### config.mk
export PLATFORM = sky130hd
export DESIGN_NAME = led_count_sequencer_flat
export DESIGN_NICKNAME = d
export VERILOG_FILES = /design/src/rtl/led_count_sequencer_pkg.sv /design/src/rtl/led_count_sequencer_if.sv /design/src/rtl/led_count_sequencer_tick_prescaler.sv /design/src/rtl/led_count_sequencer.sv /design/src/flat_wrapper.sv
export SDC_FILE = /design/constraint.sdc
export NUM_CORES = 1
export LEC_CHECK = 0
export ABC_AREA = 1
export CORE_MARGIN = 2
export CORE_UTILIZATION = 50
export DETAILED_ROUTE_END_ITERATION = 16
export PLACE_DENSITY = 0.82
export SLEW_MARGIN = 5
export SYNTH_ARGS = -nofsm -noshare
export SYNTH_HDL_FRONTEND = slang
export SYNTH_SLANG_ARGS = --single-unit
### constraint.sdc
create_clock -name clk -period 3.2 [get_ports clk]
set_clock_uncertainty 0.1 [all_clocks]
set_input_delay 0.32 -clock clk [delete_from_list [all_inputs] [get_ports clk]]
set_output_delay 0.32 -clock clk [all_outputs]
set_load 0.02 [all_outputs]
### src/rtl/led_count_sequencer_pkg.sv
// Shared types and defaults for the LED count sequencer.
// FSM states plus default prescaler and counter sizing.
package led_seq_pkg;

  typedef enum logic [1:0] {
    IDLE,
    RUN,
    PAUSE,
    DONE
  } state_t;

  localparam int TICK_DIV_DEF = 25_000_000;
  localparam int WIDTH_DEF    = 8;

endpackage

### src/rtl/led_count_sequencer_if.sv
// Front-panel control and LED status bundle.
// master drives the controls, slave is the sequencer.
interface led_seq_if #(
  parameter int WIDTH = 8
);

  logic             start;
  logic             stop;
  logic             step;
  logic             oneshot;
  logic             dir;
  logic [WIDTH-1:0] limit;
  logic [WIDTH-1:0] ld;
  logic             busy;
  logic             done;
  logic             tick;

  modport master (
    output start, stop, step,
    output oneshot, dir, limit,
    input  ld, busy, done, tick
  );

  modport slave (
    input  start, stop, step,
    input  oneshot, dir, limit,
    output ld, busy, done, tick
  );

endinterface

### src/rtl/led_count_sequencer_tick_prescaler.sv
// One-cycle count enable from a free divider on clk.
// restart re-arms the count; en gates it.
module tick_prescaler #(
  parameter int TICK_DIV = 4
) (
  input  logic clk,
  input  logic clr,
  input  logic en,
  input  logic restart,
  output logic tick
);

  localparam int CW =
    (TICK_DIV > 1) ? $clog2(TICK_DIV) : 1;
  localparam logic [CW-1:0] LAST =
    CW'(TICK_DIV - 1);
  localparam logic [CW-1:0] ONE = CW'(1);

  logic [CW-1:0] cnt;

  // divider count and registered terminal pulse
  always_ff @(posedge clk or posedge clr) begin
    if (clr) begin
      cnt  <= '0;
      tick <= 1'b0;
    end else if (restart) begin
      cnt  <= '0;
      tick <= 1'b0;
    end else if (en) begin
      if (cnt == LAST) begin
        cnt  <= '0;
        tick <= 1'b1;
      end else begin
        cnt  <= cnt + ONE;
        tick <= 1'b0;
      end
    end else begin
      tick <= 1'b0;
    end
  end

endmodule

### src/rtl/led_count_sequencer.sv
// Run/pause/step/terminate sequencer for the LED counter.
// Single clock domain; the prescaler only supplies an enable.
module led_count_sequencer
  import led_seq_pkg::*;
#(
  parameter int TICK_DIV = TICK_DIV_DEF,
  parameter int WIDTH    = WIDTH_DEF
) (
  input logic    clk,
  input logic    clr,
  led_seq_if.slave bus
);

  localparam logic [WIDTH-1:0] ONE = WIDTH'(1);

  state_t           state;
  logic [WIDTH-1:0] ld_q;
  logic [WIDTH-1:0] lim_q;
  logic             dir_q;
  logic             os_q;
  logic             busy_q;
  logic             done_q;

  logic             tick;
  logic             run;
  logic             load;
  logic             resume;
  logic             restart;
  logic             en;
  logic             at_end;
  logic [WIDTH-1:0] end_val;
  logic [WIDTH-1:0] start_val;
  logic [WIDTH-1:0] nxt;

  assign run    = (state == RUN);
  assign load   = bus.start &&
                  (state == IDLE || state == DONE);
  assign resume = bus.start && (state == PAUSE);

  // each applied tick re-arms the divider, so ticks
  // land TICK_DIV+1 apart, same spacing as after start
  assign restart = load | resume | (run & tick);

  // freeze on the stop edge so no tick leaks into PAUSE
  assign en = run & ~bus.stop;

  assign end_val   = dir_q ? '0 : lim_q;
  assign start_val = dir_q ? lim_q : '0;
  assign at_end    = (ld_q == end_val);
  assign nxt       = at_end ? start_val :
                     dir_q  ? ld_q - ONE :
                              ld_q + ONE;

  tick_prescaler #(
    .TICK_DIV (TICK_DIV)
  ) u_pre (
    .clk     (clk),
    .clr     (clr),
    .en      (en),
    .restart (restart),
    .tick    (tick)
  );

  // sequencer state, latched config and LED count
  always_ff @(posedge clk or posedge clr) begin
    if (clr) begin
      state  <= IDLE;
      ld_q   <= '0;
      lim_q  <= '0;
      dir_q  <= 1'b0;
      os_q   <= 1'b0;
      busy_q <= 1'b0;
      done_q <= 1'b0;
    end else begin
      unique case (state)
        IDLE, DONE: begin
          if (bus.start) begin
            lim_q  <= bus.limit;
            dir_q  <= bus.dir;
            os_q   <= bus.oneshot;
            ld_q   <= bus.dir ? bus.limit : '0;
            state  <= RUN;
            busy_q <= 1'b1;
            done_q <= 1'b0;
          end
        end
        RUN: begin
          if (tick && at_end && os_q) begin
            state  <= DONE;
            busy_q <= 1'b0;
            done_q <= 1'b1;
          end else begin
            if (tick) ld_q <= nxt;
            if (bus.stop) begin
              state  <= PAUSE;
              busy_q <= 1'b0;
            end
          end
        end
        PAUSE: begin
          if (bus.start) begin
            state  <= RUN;
            busy_q <= 1'b1;
          end else if (bus.step) begin
            if (at_end && os_q) begin
              state  <= DONE;
              done_q <= 1'b1;
            end else begin
              ld_q <= nxt;
            end
          end
        end
      endcase
    end
  end

  assign bus.ld   = ld_q;
  assign bus.busy = busy_q;
  assign bus.done = done_q;
  assign bus.tick = tick;

endmodule
### src/flat_wrapper.sv
// flat-port wrapper written by rule: the top's interface ports become plain ports
module led_count_sequencer_flat import led_seq_pkg::*;
#(
  parameter int TICK_DIV = TICK_DIV_DEF,
  parameter int WIDTH    = WIDTH_DEF
)
  (clk, clr, bus_start, bus_stop, bus_step, bus_oneshot, bus_dir, bus_limit, bus_ld, bus_busy, bus_done, bus_tick);
  led_seq_if #(.WIDTH(WIDTH)) bus_i ();
  input logic clk;
  input logic clr;
  input wire logic [$bits(bus_i.start)-1:0] bus_start;
  input wire logic [$bits(bus_i.stop)-1:0] bus_stop;
  input wire logic [$bits(bus_i.step)-1:0] bus_step;
  input wire logic [$bits(bus_i.oneshot)-1:0] bus_oneshot;
  input wire logic [$bits(bus_i.dir)-1:0] bus_dir;
  input wire logic [$bits(bus_i.limit)-1:0] bus_limit;
  output wire logic [$bits(bus_i.ld)-1:0] bus_ld;
  output wire logic [$bits(bus_i.busy)-1:0] bus_busy;
  output wire logic [$bits(bus_i.done)-1:0] bus_done;
  output wire logic [$bits(bus_i.tick)-1:0] bus_tick;
  assign bus_i.start = bus_start;
  assign bus_i.stop = bus_stop;
  assign bus_i.step = bus_step;
  assign bus_i.oneshot = bus_oneshot;
  assign bus_i.dir = bus_dir;
  assign bus_i.limit = bus_limit;
  assign bus_ld = bus_i.ld;
  assign bus_busy = bus_i.busy;
  assign bus_done = bus_i.done;
  assign bus_tick = bus_i.tick;
  led_count_sequencer #(.TICK_DIV(TICK_DIV), .WIDTH(WIDTH)) u_core (.clk(clk), .clr(clr), .bus(bus_i));
endmodule
==> impl_results.md, run 1 <==
* Req. time, crit path at 3.31 ns
* Gr usage total at 23.60%
* Final antenna diode count at 0
* Slew @ Worst Pin at 0.4477 ns
* Number of library cell types mapped by synthesis at 34
* Layout area overhead at 12.62%
* Row cnt at 29
* Fmax at 373.2 MHz
* Register Area at 1201 um^2
* Setup TNS at 0 ns
* Slew Viols, Final at 0
* Post-Syn Area per Cell at 6.635 um^2
* # IOs at 26
* Relative slew slack at 70.08%
* Number of synthesized flops with an enable pin at 0
* Share of layout cells above drive strength 1 at 6.343%
* Max incr delay on CP at 0.41 ns
* CP arrival at 2.79 ns
* Initial core utilization at 52.48%
* Design area at 3796 um^2
* DRT Wirelength at 8141 um
* Hold Crit Class: input port to async pin
* Endpoints failing setup at 0
* Clock Root Buffer: clkbuf_8
* Initial antenna violation count at 0
* Most frequent cells in the layout: nand2_1 (202), inv_1 (60), dfrtp_1 (48)
* Most common cell after layout, fill and taps aside: nand2_1
* Synth Instances at 508
* Die width at 86.11 um
* Status: finished clean
* # placed instances at 605
* Pin count of the biggest net entering global routing at 34
* Critical path fanouts, max at 11
* Die footprint at 7414 um^2
* LEAKAGE at 1.931 nW
* Maximum VDD drop at 259.6 uV
* Drt wl/cell at 13.28 um
* DIE HEIGHT at 86.11 um
* Hold Vio Cnt, Final at 0
* Setup CP Type: flop to flop
* TritonCTS clock tree: yes
* Max Cap Viol at 0
* Resize count post-CTS at 0
* Final HPWL from detailed placement at 6025 um
* Yosys synthesis warning count at 0
* Cts bufs inserted at 5
* Hold buffer count at CTS at 0
* GRT overflow at 0
* Clk buf depth at 2
* Final Non-Filler Cells at 613
* CP endpoint kind: flop
* Tcrit/Tclk final at 83.73%
* Crit start category: flop
* Clk sink count at 48
* Vias at 3297
* First-pass GRT wire length at 14100 um
* Fillers at 581
* P per Cell Area at 834.9 nW/um^2
* Initial DRT Pass Iterations at 5
* Seq/Total Area, Yosys at 35.63%
* Synthesized flop and latch total at 48
* Via density at 5.378
* Crit path buffers/inverters at 3
* Clk_lat worst skew at 0.32 ns
* Area of the multi-input gates at 1862 um^2
* Post-CTS Repair Setup Buffers at 0
* DRC Markers at 0
* Post-route ant nets at 0
* Clock-pin slew on the worst setup and hold paths at 0.11 ns
* Core ar. at 6422 um^2
* Nets at 561
* Prevailing post-synth register cell: dfrtp_1
* Gpl congestion at 0.9321
* Crit-path slowest cell: dfrtp_1
* Dpl cell area at 3681 um^2
* Mapped cell area at 3371 um^2
* Initial drt markers at 240
* Number of global-route vias before repair at 3233
* Tmin final at 2.679 ns
* Post-synthesis async set-or-reset flop share at 100.0%
* RSZ-0062 raised after global routing: false
* Syn_nets at 534
* CP Cell Sequence: inv_1, ha_1, nand2_1, nand3_1, nor2_2, inv_2, nand2_2, inv_2, nand2_1, nor3_2, a21oi_1, nor2_1
* Cell family contributing the most delay on the critical path: simple AND/OR/NAND/NOR gates
* H-tree depth at 2
* Count of input and output buffers at 25
-- per-stage QoR --
step / power [mW] / setup slack (ns) / hold WS (ns) / utilization, %
floorplan: 2.270 / 1.149 / 0.3296 / -
global placement: 2.624 / 0.6465 / 0.3542 / 57.32
detailed placement: 2.694 / 0.5312 / 0.3664 / 57.32
CTS: 3.165 / 0.5059 / 0.2036 / 59.11
global route: 3.476 / 0.2512 / 0.2123 / 59.11
finish: 3.170 / 0.5206 / 0.1888 / 59.11
-- logic make-up after synthesis --
kind of cell	count (synthesis)	share of synthesized area, %
adder cells (fa/ha/maj)	11	4.306
XOR/XNOR	12	3.118
AO/OA/AOI/OAI	25	4.343
buffers and inverters	74	9.131
flip-flops	48	35.63
AND/OR/NAND/NOR	338	43.47
-- worst paths after layout --
| check | start | endpoint | slack (ns) | depth (start not counted) |
|---|---|---|---|---|
| worst max-delay path | u_core.state[0] | u_core.u_pre.cnt[19] | 0.52 | 12 |
| worst min-delay path | clr | u_core.bus.ld[6] | 0.19 | 2 |
| worst max register to register | u_core.state[0] | u_core.u_pre.cnt[19] | 0.52 | 12 |
| worst min register to register | u_core.bus.done | u_core.bus.done | 0.39 | 2 |
| max in group asynchronous | clr | u_core.u_pre.cnt[9] | 2.04 | 3 |
| min in group clk | u_core.bus.done | u_core.bus.done | 0.39 | 2 |
-- layout make-up --
| type | instances | share of cell area (%) |
|---|---|---|
| well taps | 77 | 2.538 |
| clock buffers | 5 | 1.813 |
| multi-input cells | 386 | 49.04 |
| flip-flops and latches | 48 | 31.64 |
| clock inverters | 3 | 1.220 |
| inverters | 67 | 6.757 |
| repair buffers | 27 | 6.987 |
-- worst reg2reg max path, cell delays in order (launching register included) --
cell     delay [ns]
dfrtp_1        0.41
inv_1          0.06
ha_1           0.35
nand2_1        0.32
nand3_1        0.18
nor2_2         0.33
inv_2          0.19
nand2_2        0.17
inv_2          0.05
nand2_1        0.14
nor3_2         0.06
a21oi_1        0.15
nor2_1         0.06
-- state kept, by name (all words and copies together), names as in the netlist --
register / flops
u_core.bus.done: 1
u_core.dir_q: 1
u_core.u_pre.cnt: 25
u_core.u_pre.tick: 1
u_core.bus.ld: 8
u_core.lim_q: 8
u_core.os_q: 1
u_core.bus.busy: 1
u_core.state: 2
-- routing by layer --
layer,up-vias,part of all wire (%),global-route usage [%],wire length [um]
met5,-,0,0,0
met4,0,1.6,9.091,132
met3,15,4.6,3.946,378
met2,93,50,40.45,4042
met1,1547,44,29.68,3587
li1,1642,-,-,-
-- Yosys cell counts, drive strengths merged, types with 7 or more instances --
cell	instances	area share (%)
inv	66	7.5
nand3	36	5.3
ha	10	3.7
nand2	211	24
o21ai	7	1.2
nand4	7	1.3
dfrtp	48	36
nor3	21	3.4
a21oi	14	2.4
xor2	9	2.3
nor2	49	6.1
-- where the power goes --
part	switching [mW]	total, mW	internal, mW
logic	1.12	1.78	0.653
registers	0.176	0.929	0.753
clock network	0.230	0.466	0.236
No activity file was read; power rests on OpenSTA's default activity.
==> inputs of run 2 (changes only) <==
- clock period: 3.2 -> 2.6 ns (I/O delays scaled with it)
==> run 2 against run 1 <==
- sequential cell count stayed put
- worst setup slack worse by 0.30 ns
- sequential power is 23% higher
- die area stayed put
- non-clock buffer count is 3 higher
- register-to-register slack worse by 0.30 ns
- power is 20% higher
- largest cell class unchanged
- highest routed layer unchanged
==> impl_results.md, run 2 (synthesis gave the netlist of run 1 again) <==
* Status: finished clean
* Max FFs per register at 25 (unchanged)
* DRT Wirelength at 7907 um (-2.9%)
* Slew Viols, Final at 0 (unchanged)
* Die footprint at 7414 um^2 (unchanged)
* Share of layout cells above drive strength 1 at 6.494% (+0.15 points)
* Post-route ant nets at 0 (unchanged)
* RSZ-0062 raised after global routing: false
* Setup TNS at 0 ns (unchanged)
* Hold buffer count at CTS at 0 (unchanged)
* CP endpoint kind: flop
* Resize count post-CTS at 0 (unchanged)
* Comb pwr share at 58.3% (+2.3 points)
* Most frequent cells in the layout: nand2_1 (202), inv_1 (60), dfrtp_1 (48)
* Crit-path slowest cell: dfrtp_1
* Clk sink count at 48 (unchanged)
* Critical path fanouts, max at 11 (unchanged)
* Clock-pin slew on the worst setup and hold paths at 0.09 ns (-0.02 ns)
* Gpl congestion at 0.9321 (unchanged)
* Final HPWL from detailed placement at 6044 um (+0.33%)
* Crit path buffers/inverters at 3 (unchanged)
* Setup WS post-layout at 0.2157 ns (-0.3049 ns)
* Hold Vio Cnt, Final at 0 (unchanged)
* DRC Markers at 0 (unchanged)
* Tcrit/Tclk final at 91.70% (+8.0 points)
* Via density at 5.315 (-1.2%)
* Row cnt at 29 (unchanged)
* Initial core utilization at 52.48% (unchanged)
* Fillers at 601 (+3.4%)
* GRT overflow at 0 (unchanged)
* Cell family contributing the most delay on the critical path: simple AND/OR/NAND/NOR gates
* Die width at 86.11 um (unchanged)
* Maximum VDD drop at 378.2 uV (+46%)
* Register Area at 1201 um^2 (unchanged)
* Layout area overhead at 12.40%
* Clk network pwr share at 11.7% (-3.0 points)
* Largest reg by FF count: u_core.u_pre.cnt
* First-pass GRT wire length at 13800 um (-2.1%)
* Initial drt markers at 195 (-19%)
* Number of global-route vias before repair at 3080 (-4.7%)
* Req. time, crit path at 2.70 ns (-0.61 ns)
* Gr usage total at 23.25% (-0.35 points)
* Final antenna diode count at 0 (unchanged)
* Clock Root Buffer: clkbuf_8
* Max Cap Viol at 0 (unchanged)
* Hold Crit Class: input port to async pin
* WHS at 0.2457 ns (+0.05693 ns)
* H-tree depth at 2 (unchanged)
* Count of input and output buffers at 25 (unchanged)
* Drt wl/cell at 12.84 um (-3.3%)
* Tmin final at 2.384 ns (-0.2951 ns)
* Pin count of the biggest net entering global routing at 28 (-18%)
* Clk_lat worst skew at 0.30 ns (-0.02 ns)
* Area of the multi-input gates at 1862 um^2 (unchanged)
* DIE HEIGHT at 86.11 um (unchanged)
* Pre-CTS WS at 0.2329 ns (-0.2983 ns)
* CP Cell Sequence: inv_1, ha_1, nand2_1, nand3_1, nor2_2, inv_2, nand2_2, inv_2, nand2_1, nor3_2, a21oi_1, nor2_1
* Vias at 3274 (-0.70%)
* Clk buf depth at 2 (unchanged)
* Core ar. at 6422 um^2 (unchanged)
* LEAKAGE at 1.933 nW (+0.11%)
* Crit start category: flop
* Sequential power share at 30.0% (+0.7 points)
* Setup CP Type: flop to flop
* Switching share of power at 48.85% (+0.63 points)
* P_sw at 1.857 mW (+22%)
* Relative slew slack at 60.57% (-9.5 points)
* Most common cell after layout, fill and taps aside: nand2_1
* Fmax at 419.4 MHz (+12%)
* # IOs at 26 (unchanged)
* CP arrival at 2.48 ns (-0.31 ns)
* Cts bufs inserted at 5 (unchanged)
* Max incr delay on CP at 0.41 ns (about the same)
* TritonCTS clock tree: yes
* Internal at 1.945 mW (+18%)
* Slew @ Worst Pin at 0.5906 ns (+0.1429 ns)
* Initial DRT Pass Iterations at 5 (unchanged)
* Post-CTS Repair Setup Buffers at 0 (unchanged)
* Nets at 564 (+0.53%)
* P per Cell Area at 1004 nW/um^2 (+20%)
* Initial antenna violation count at 0 (unchanged)
* Endpoints failing setup at 0 (unchanged)
## run 2: changes by cell type in the layout (fill, tap and decap cells not counted), sizes merged
cell and delta:
clkinvlp -1, buf +3, clkbuf +2, bufinv -1, clkinv +1, inv -1
## run 2: routing by layer
metal  up-vias  global-route usage (%)  share of wire, %
met2        96                   38.48                47
met4         0                   9.235               2.1
met3        18                   3.850               5.1
met5         -                       0                 0
li1       1651                       -                 -
met1      1509                   30.35                45
## run 2: path summary, 6_finish.rpt
check	startpoint	slack, ns	end	depth (start not counted)
min in group clk	u_core.bus.done	0.38	u_core.bus.done	2
min reg2reg	u_core.bus.done	0.38	u_core.bus.done	2
max	u_core.state[0]	0.22	u_core.u_pre.cnt[19]	12
max in group asynchronous	clr	1.55	u_core.u_pre.cnt[19]	3
max reg2reg	u_core.state[0]	0.22	u_core.u_pre.cnt[19]	12
min	clr	0.25	u_core.u_pre.cnt[16]	2
## run 2: worst reg2reg max path: cells and delay by family, from the launching register on
| family | cells | cell delay [ns] |
|---|---|---|
| simple gates | 7 | 0.98 |
| flops | 1 | 0.41 |
| fa+ha+maj | 1 | 0.35 |
| buf+inv | 3 | 0.30 |
| compound gates | 1 | 0.14 |
## run 2: final cells by class
cell class,count,area share (%)
Clock buffer,7,2.015
Clock inverter,1,0.2312
Inverter,67,6.770
Multi-Input combinational cell,386,49.14
Sequential cell,48,31.70
Tap cell,77,2.543
Timing Repair Buffer,30,7.596
## run 2: per-stage QoR
| step | utilization (%) | cells | power [mW] | area, um^2 |
|---|---|---|---|---|
| after floorplan | - | 508 | 2.794 | 3371 |
| after global placement | 57.67 | 608 | 3.282 | 3704 |
| after detailed placement | 57.67 | 608 | 3.351 | 3704 |
| after CTS | 58.99 | 616 | 3.809 | 3789 |
| after global routing | 58.99 | 616 | 4.188 | 3789 |
| final | 58.99 | 616 | 3.802 | 3789 |
## run 2: power groups by stage
stage | Sequential, mW | Combinational (mW) | Clock, mW
floorplan | 1.18 | 1.62 | 0
global placement | 1.14 | 2.14 | 0
detailed placement | 1.15 | 2.20 | 0
CTS | 1.14 | 2.22 | 0.451
global route | 1.17 | 2.54 | 0.481
finish | 1.14 | 2.22 | 0.445
==> inputs of run 3 (changes only) <==
- HOLD_SLACK_MARGIN: not set -> 0.15
==> results of run 3 <==
The final DEF is identical to that of run 2; final timing and power are the same.
==> variant 1 (settings of run 2) <==
Change the package constant `WIDTH_DEF` from 8 to 7.
--- a/src/rtl/led_count_sequencer_pkg.sv
+++ b/src/rtl/led_count_sequencer_pkg.sv
@@ -12,3 +12,3 @@
   localparam int TICK_DIV_DEF = 25_000_000;
-  localparam int WIDTH_DEF    = 8;
+  localparam int WIDTH_DEF    = 7;
 
Interface: changed (resized bus_ld and bus_limit); port bits go from 26 to 24. No check against the original RTL was run, so the function may have changed too.
==> variant 1 against run 2 <==
Wire length shrank 17%; global-route usage shrank 1.6 points; critical endpoint is now u_core.u_pre.cnt[18]; cell area down 10%; highest routed layer unchanged; synthesized cell count fell by 21%; setup slack improved by 46 ps; area after synthesis down 11%; sequential cell count is 2 lower; largest cell class unchanged; total power fell by 2.6%; fmax grew 2.0%.
==> variant 1: results (changes against run 2) <==
| Item | Reported | Unit | Delta |
|:---|:---|:---|:---|
| Wire length of the first global-routing pass | 11200 | µm | -19% |
| Multiplexer share of the synthesized area | 3.02 | % | +3.0 points |
| Unique masters post-synth | 39 | - | +15% |
| Number of CTS-inserted buffers | 5 | - | unchanged |
| Worst path required time | 2750 | ps | +50 ps |
| Worst-case reg-to-reg path depth | 11 | - | -1 |
| Ratio of routed vias to standard cells | 5.41 | - | +1.7% |
| Initial detailed-routing violation count | 139 | - | -29% |
| Most flop-heavy register | u_core.u_pre.cnt | - |  |
| Cells resized by post-CTS repair | 0 | - | unchanged |
| Detailed-routed wire length on met2 | 3280 | µm | -12% |
| Register-to-register setup slack | 260 | ps | +50 ps |
| Half-perimeter wire length after detailed placement | 4970 | µm | -18% |
| Post-Synth XOR/XNOR Area | 2.35 | % | -0.77 points |
| Cell leakage power | 1.63 | nW | -16% |
| Amount of wire on met3 after detailed routing | 290 | µm | -29% |
| GR Util All Layers | 21.7 | % | -1.6 points |
| Leading post-synthesis cells by instance count | 120 x nand2_1, 46 x dfrtp_1, 43 x inv_1 | - |  |
| Nets@finish | 454 | - | -20% |
| Count of buffers from port buffering | 23 | - | -8.0% |
| Routed length on met1 | 2930 | µm | -19% |
| R2r endpoint | u_core.u_pre.cnt[18] | - |  |
| Via count of the first global-routing pass | 2622 | - | -15% |
| Largest cells by area after synthesis | dfrtp_1 39%, nand2_1 15%, nand3_1 6.2%, inv_1 5.4%, ha_1 3.8% | - |  |
| Gpl congestion | 0.924 | - | -0.87% |
| Fraction of final layout cells with drive strength greater than 1 | 7.66 | % | +1.2 points |
| Pin count of the biggest net entering global routing | 47 | - | +68% |
| Maximum ir drop on the vdd rail | 0.000519 | V | +37% |
| Sequential share of the synthesized area | 38.6 | % | +2.9 points |
| Synth Area in Adders | 4.44 | % | +0.14 points |
| Syn nets | 424 | - | -21% |
| Transition time at the pin with the least slew margin | 588 | ps | -2.56 ps |
| Origin of the critical flop-to-flop path | u_core.state[1] | - |  |
| Routed WL per cell | 13.0 | µm | +1.5% |
| Status | finished, final reports clean | - |  |
## variant 1: stage by stage
| stage | cells | worst slack (ps) | total power [mW] | cell area (µm²) | hold slack [ps] |
|---|---|---|---|---|---|
| 6_report | 506 | 262 | 3.70 | 3400 | 315 |
| 5_1_grt | 506 | 35.2 | 4.02 | 3400 | 391 |
| 4_1_cts | 506 | 269 | 3.72 | 3400 | 342 |
| 3_5_place_dp | 498 | 282 | 3.17 | 3300 | 387 |
| 3_3_place_gp | 498 | 365 | 3.11 | 3300 | 367 |
| 2_1_floorplan | 400 | 504 | 2.65 | 2980 | 311 |
## variant 1: power by group
| part | switching (mW) | total, mW | internal (mW) |
|---|---|---|---|
| Clock | 0.249 | 0.537 | 0.288 |
| Sequential | 0.195 | 1.08 | 0.888 |
| Combinational | 1.26 | 2.08 | 0.829 |
| Total | 1.70 | 3.70 | 2.00 |
## variant 1: cell type report
class | count | area (µm²)
inverter | 46 | 180
clock buffer | 7 | 76.3
fill | 532 | 2450
tap | 75 | 93.8
multi-input combinational | 302 | 1600
clock inverter | 1 | 30.0
sequential | 46 | 1150
timing repair buffer | 29 | 275
## variant 1: kinds of logic (layout without fill, tap and decap cells)
kind of cell / count (synthesis) / count (layout)
AO/OA/AOI/OAI: 42 / 42
XOR/XNOR: 8 / 8
adder cells (fa/ha/maj): 10 / 10
buffers and inverters: 52 / 83
flip-flops: 46 / 46
multiplexers: 8 / 8
AND/OR/NAND/NOR: 234 / 234
## variant 1: per-layer routing
metal  track usage, %  vias up
li1                 -     1385
met1             26.7     1287
met2             38.2       53
met3             4.00       10
met4             7.12        0
met5                0        -
## variant 1: critical path, stage by stage, from the launching register on
cell and delay [ps]:
dfrtp_1 410, inv_1 80, ha_1 230, inv_1 80, nor2_1 190, inv_1 90, nand2_2 230, nand2_1 200
nor3_1 220, nand3_1 130, o21bai_1 160, and3_1 160
## variant 1: worst max path at each step
stage	startpoint	endpoint	slack, ps
4_1_cts	u_core.state[1]	u_core.u_pre.cnt[18]	270
5_1_grt	u_core.state[1]	u_core.u_pre.cnt[18]	40
6_report	u_core.state[1]	u_core.u_pre.cnt[18]	260
3_3_place_gp	bus_start	u_core.u_pre.cnt[18]	370
3_5_place_dp	bus_start	u_core.u_pre.cnt[18]	280
2_1_floorplan	u_core.dir_q	u_core.bus.ld[6]	500
==> variant 2 (flow settings as in run 2) <==
Without the edit above. The 4 states of `state_t` get a Gray code encoding in 2 bits.
--- a/src/rtl/led_count_sequencer_pkg.sv
+++ b/src/rtl/led_count_sequencer_pkg.sv
@@ -5,6 +5,6 @@
   typedef enum logic [1:0] {
-    IDLE,
-    RUN,
-    PAUSE,
-    DONE
+    IDLE  = 2'b00,
+    RUN   = 2'b01,
+    PAUSE = 2'b11,
+    DONE  = 2'b10
   } state_t;
Formal check against the unedited RTL: same outputs for any inputs over 4 cycles, from zero or initial values; so few cycles prove little.
==> variant 2 against run 2 <==
Setup slack gained 200 ps; combinational power shrank 9.5%; cell area shrank 1.6%; fmax grew 9.1%; via count shrank 4.6%; total power shrank 1.8%; global-route usage shrank 0.57 points; area after synthesis shrank 3.0%; wire length shrank 3.4%; sequential cell count is the same.
==> variant 2: results (changes against run 2) <==
| Item | Reported | Unit | Delta |
|:---|:---|:---|:---|
| Status | finished, final reports clean | - |  |
| Crit path from | u_core.u_pre.cnt[1] | - |  |
| Max FO, Critical Path | 10 | - | -1 |
| CP delay by family, top | simple AND/OR/NAND/NOR gates | - |  |
| Part of the total power dissipated in sequential elements | 31.2 | % | +1.2 points |
| Endpoint arrival time on the critical path | 2250 | ps | -230 ps |
| Post-synthesis compound-gate area fraction | 5.82 | % | +1.5 points |
| Crit path max-delay cell type | dfrtp_1 | - |  |
| Unique masters post-synth | 38 | - | +12% |
| Cell leakage power | 1.78 | nW | -7.7% |
| Register-to-register setup slack | 410 | ps | +200 ps |
| Via total after detailed routing | 3124 | - | -4.6% |
| Final hold viol count | 0 | - | unchanged |
| Final antenna diode count | 0 | - | unchanged |
| Net switching fraction of the power | 45.9 | % | -3.0 points |
| Nets@finish | 523 | - | -7.3% |
| Synth Area in Adders | 3.29 | % | -1.0 points |
| Largest cells by area after synthesis | dfrtp_1 37%, nand2_1 18%, nand3_1 6.0%, inv_1 5.7%, nor2_1 5.7% | - |  |
| Share of synthesized flip-flops with an asynchronous set or reset | 100 | % | unchanged |
| Count of buffers from port buffering | 25 | - | unchanged |
| GR Util All Layers | 22.7 | % | -0.57 points |
| Routed WL per cell | 13.2 | µm | +3.0% |
| Pin count of the biggest net entering global routing | 26 | - | -7.1% |
| Gpl congestion | 0.955 | - | +2.4% |
| Fraction of final layout cells with drive strength greater than 1 | 8.58 | % | +2.1 points |
| Final cell count without fillers | 578 | - | -6.2% |
| Most flop-heavy register | u_core.u_pre.cnt | - |  |
| Endpoint of the most critical setup path | u_core.u_pre.cnt[9] | - |  |
| Half-perimeter wire length after detailed placement | 5850 | µm | -3.2% |
| Maximum ir drop on the vdd rail | 0.000616 | V | +63% |
| Total Die Area | 0.00720 | mm² | -2.9% |
| Syn_area_per_cell | 6.97 | µm² | +5.0% |
| Via count of the first global-routing pass | 3027 | - | -1.7% |
| Syn nets | 492 | - | -7.9% |
| Detailed Routing Iterations Pass 1 | 4 | - | -1 |
| Combinational power | 2.01 | mW | -9.5% |
| Worst-case reg-to-reg path depth | 9 | - | -3 |
| DP Cell Count | 570 | - | -6.3% |
| Initial detailed-routing violation count | 188 | - | -3.6% |
| Leading post-synthesis cells by instance count | 157 x nand2_1, 50 x inv_1, 50 x nor2_1 | - |  |
| Number of CTS-inserted buffers | 5 | - | unchanged |
| Multiplexer share of the synthesized area | 3.10 | % | +3.1 points |
| Sequential share of the synthesized area | 36.8 | % | +1.1 points |
| Post-Synth XOR/XNOR Area | 2.95 | % | -0.17 points |
| Wire length of the first global-routing pass | 13400 | µm | -2.7% |
| Slew margin rel. | 56.7 | % | -3.9 points |
variant 2: metal layers:
metal	GRT usage (%)	vias up	wire, µm
li1	-	1568	-
met1	29.6	1469	3500
met5	0	-	0
met2	38.2	77	3740
met4	7.94	0	80
met3	3.89	10	326
variant 2: final cells by class:
cell class	count	area (µm²)
tap	77	96.3
clock inverter	3	46.3
timing repair buffer	32	303
multi-input combinational	358	1810
inverter	55	206
clock buffer	5	68.8
sequential	48	1200
fill	581	2620
variant 2: per-stage QoR:
| step | hold WS [ps] | cell area (µm²) | setup slack (ps) | power, mW |
|---|---|---|---|---|
| 2_1_floorplan | 310 | 3270 | 586 | 2.64 |
| 3_3_place_gp | 361 | 3610 | 428 | 3.08 |
| 3_5_place_dp | 370 | 3610 | 391 | 3.18 |
| 4_1_cts | 230 | 3730 | 432 | 3.75 |
| 5_1_grt | 261 | 3730 | 208 | 4.08 |
| 6_report | 215 | 3730 | 414 | 3.74 |
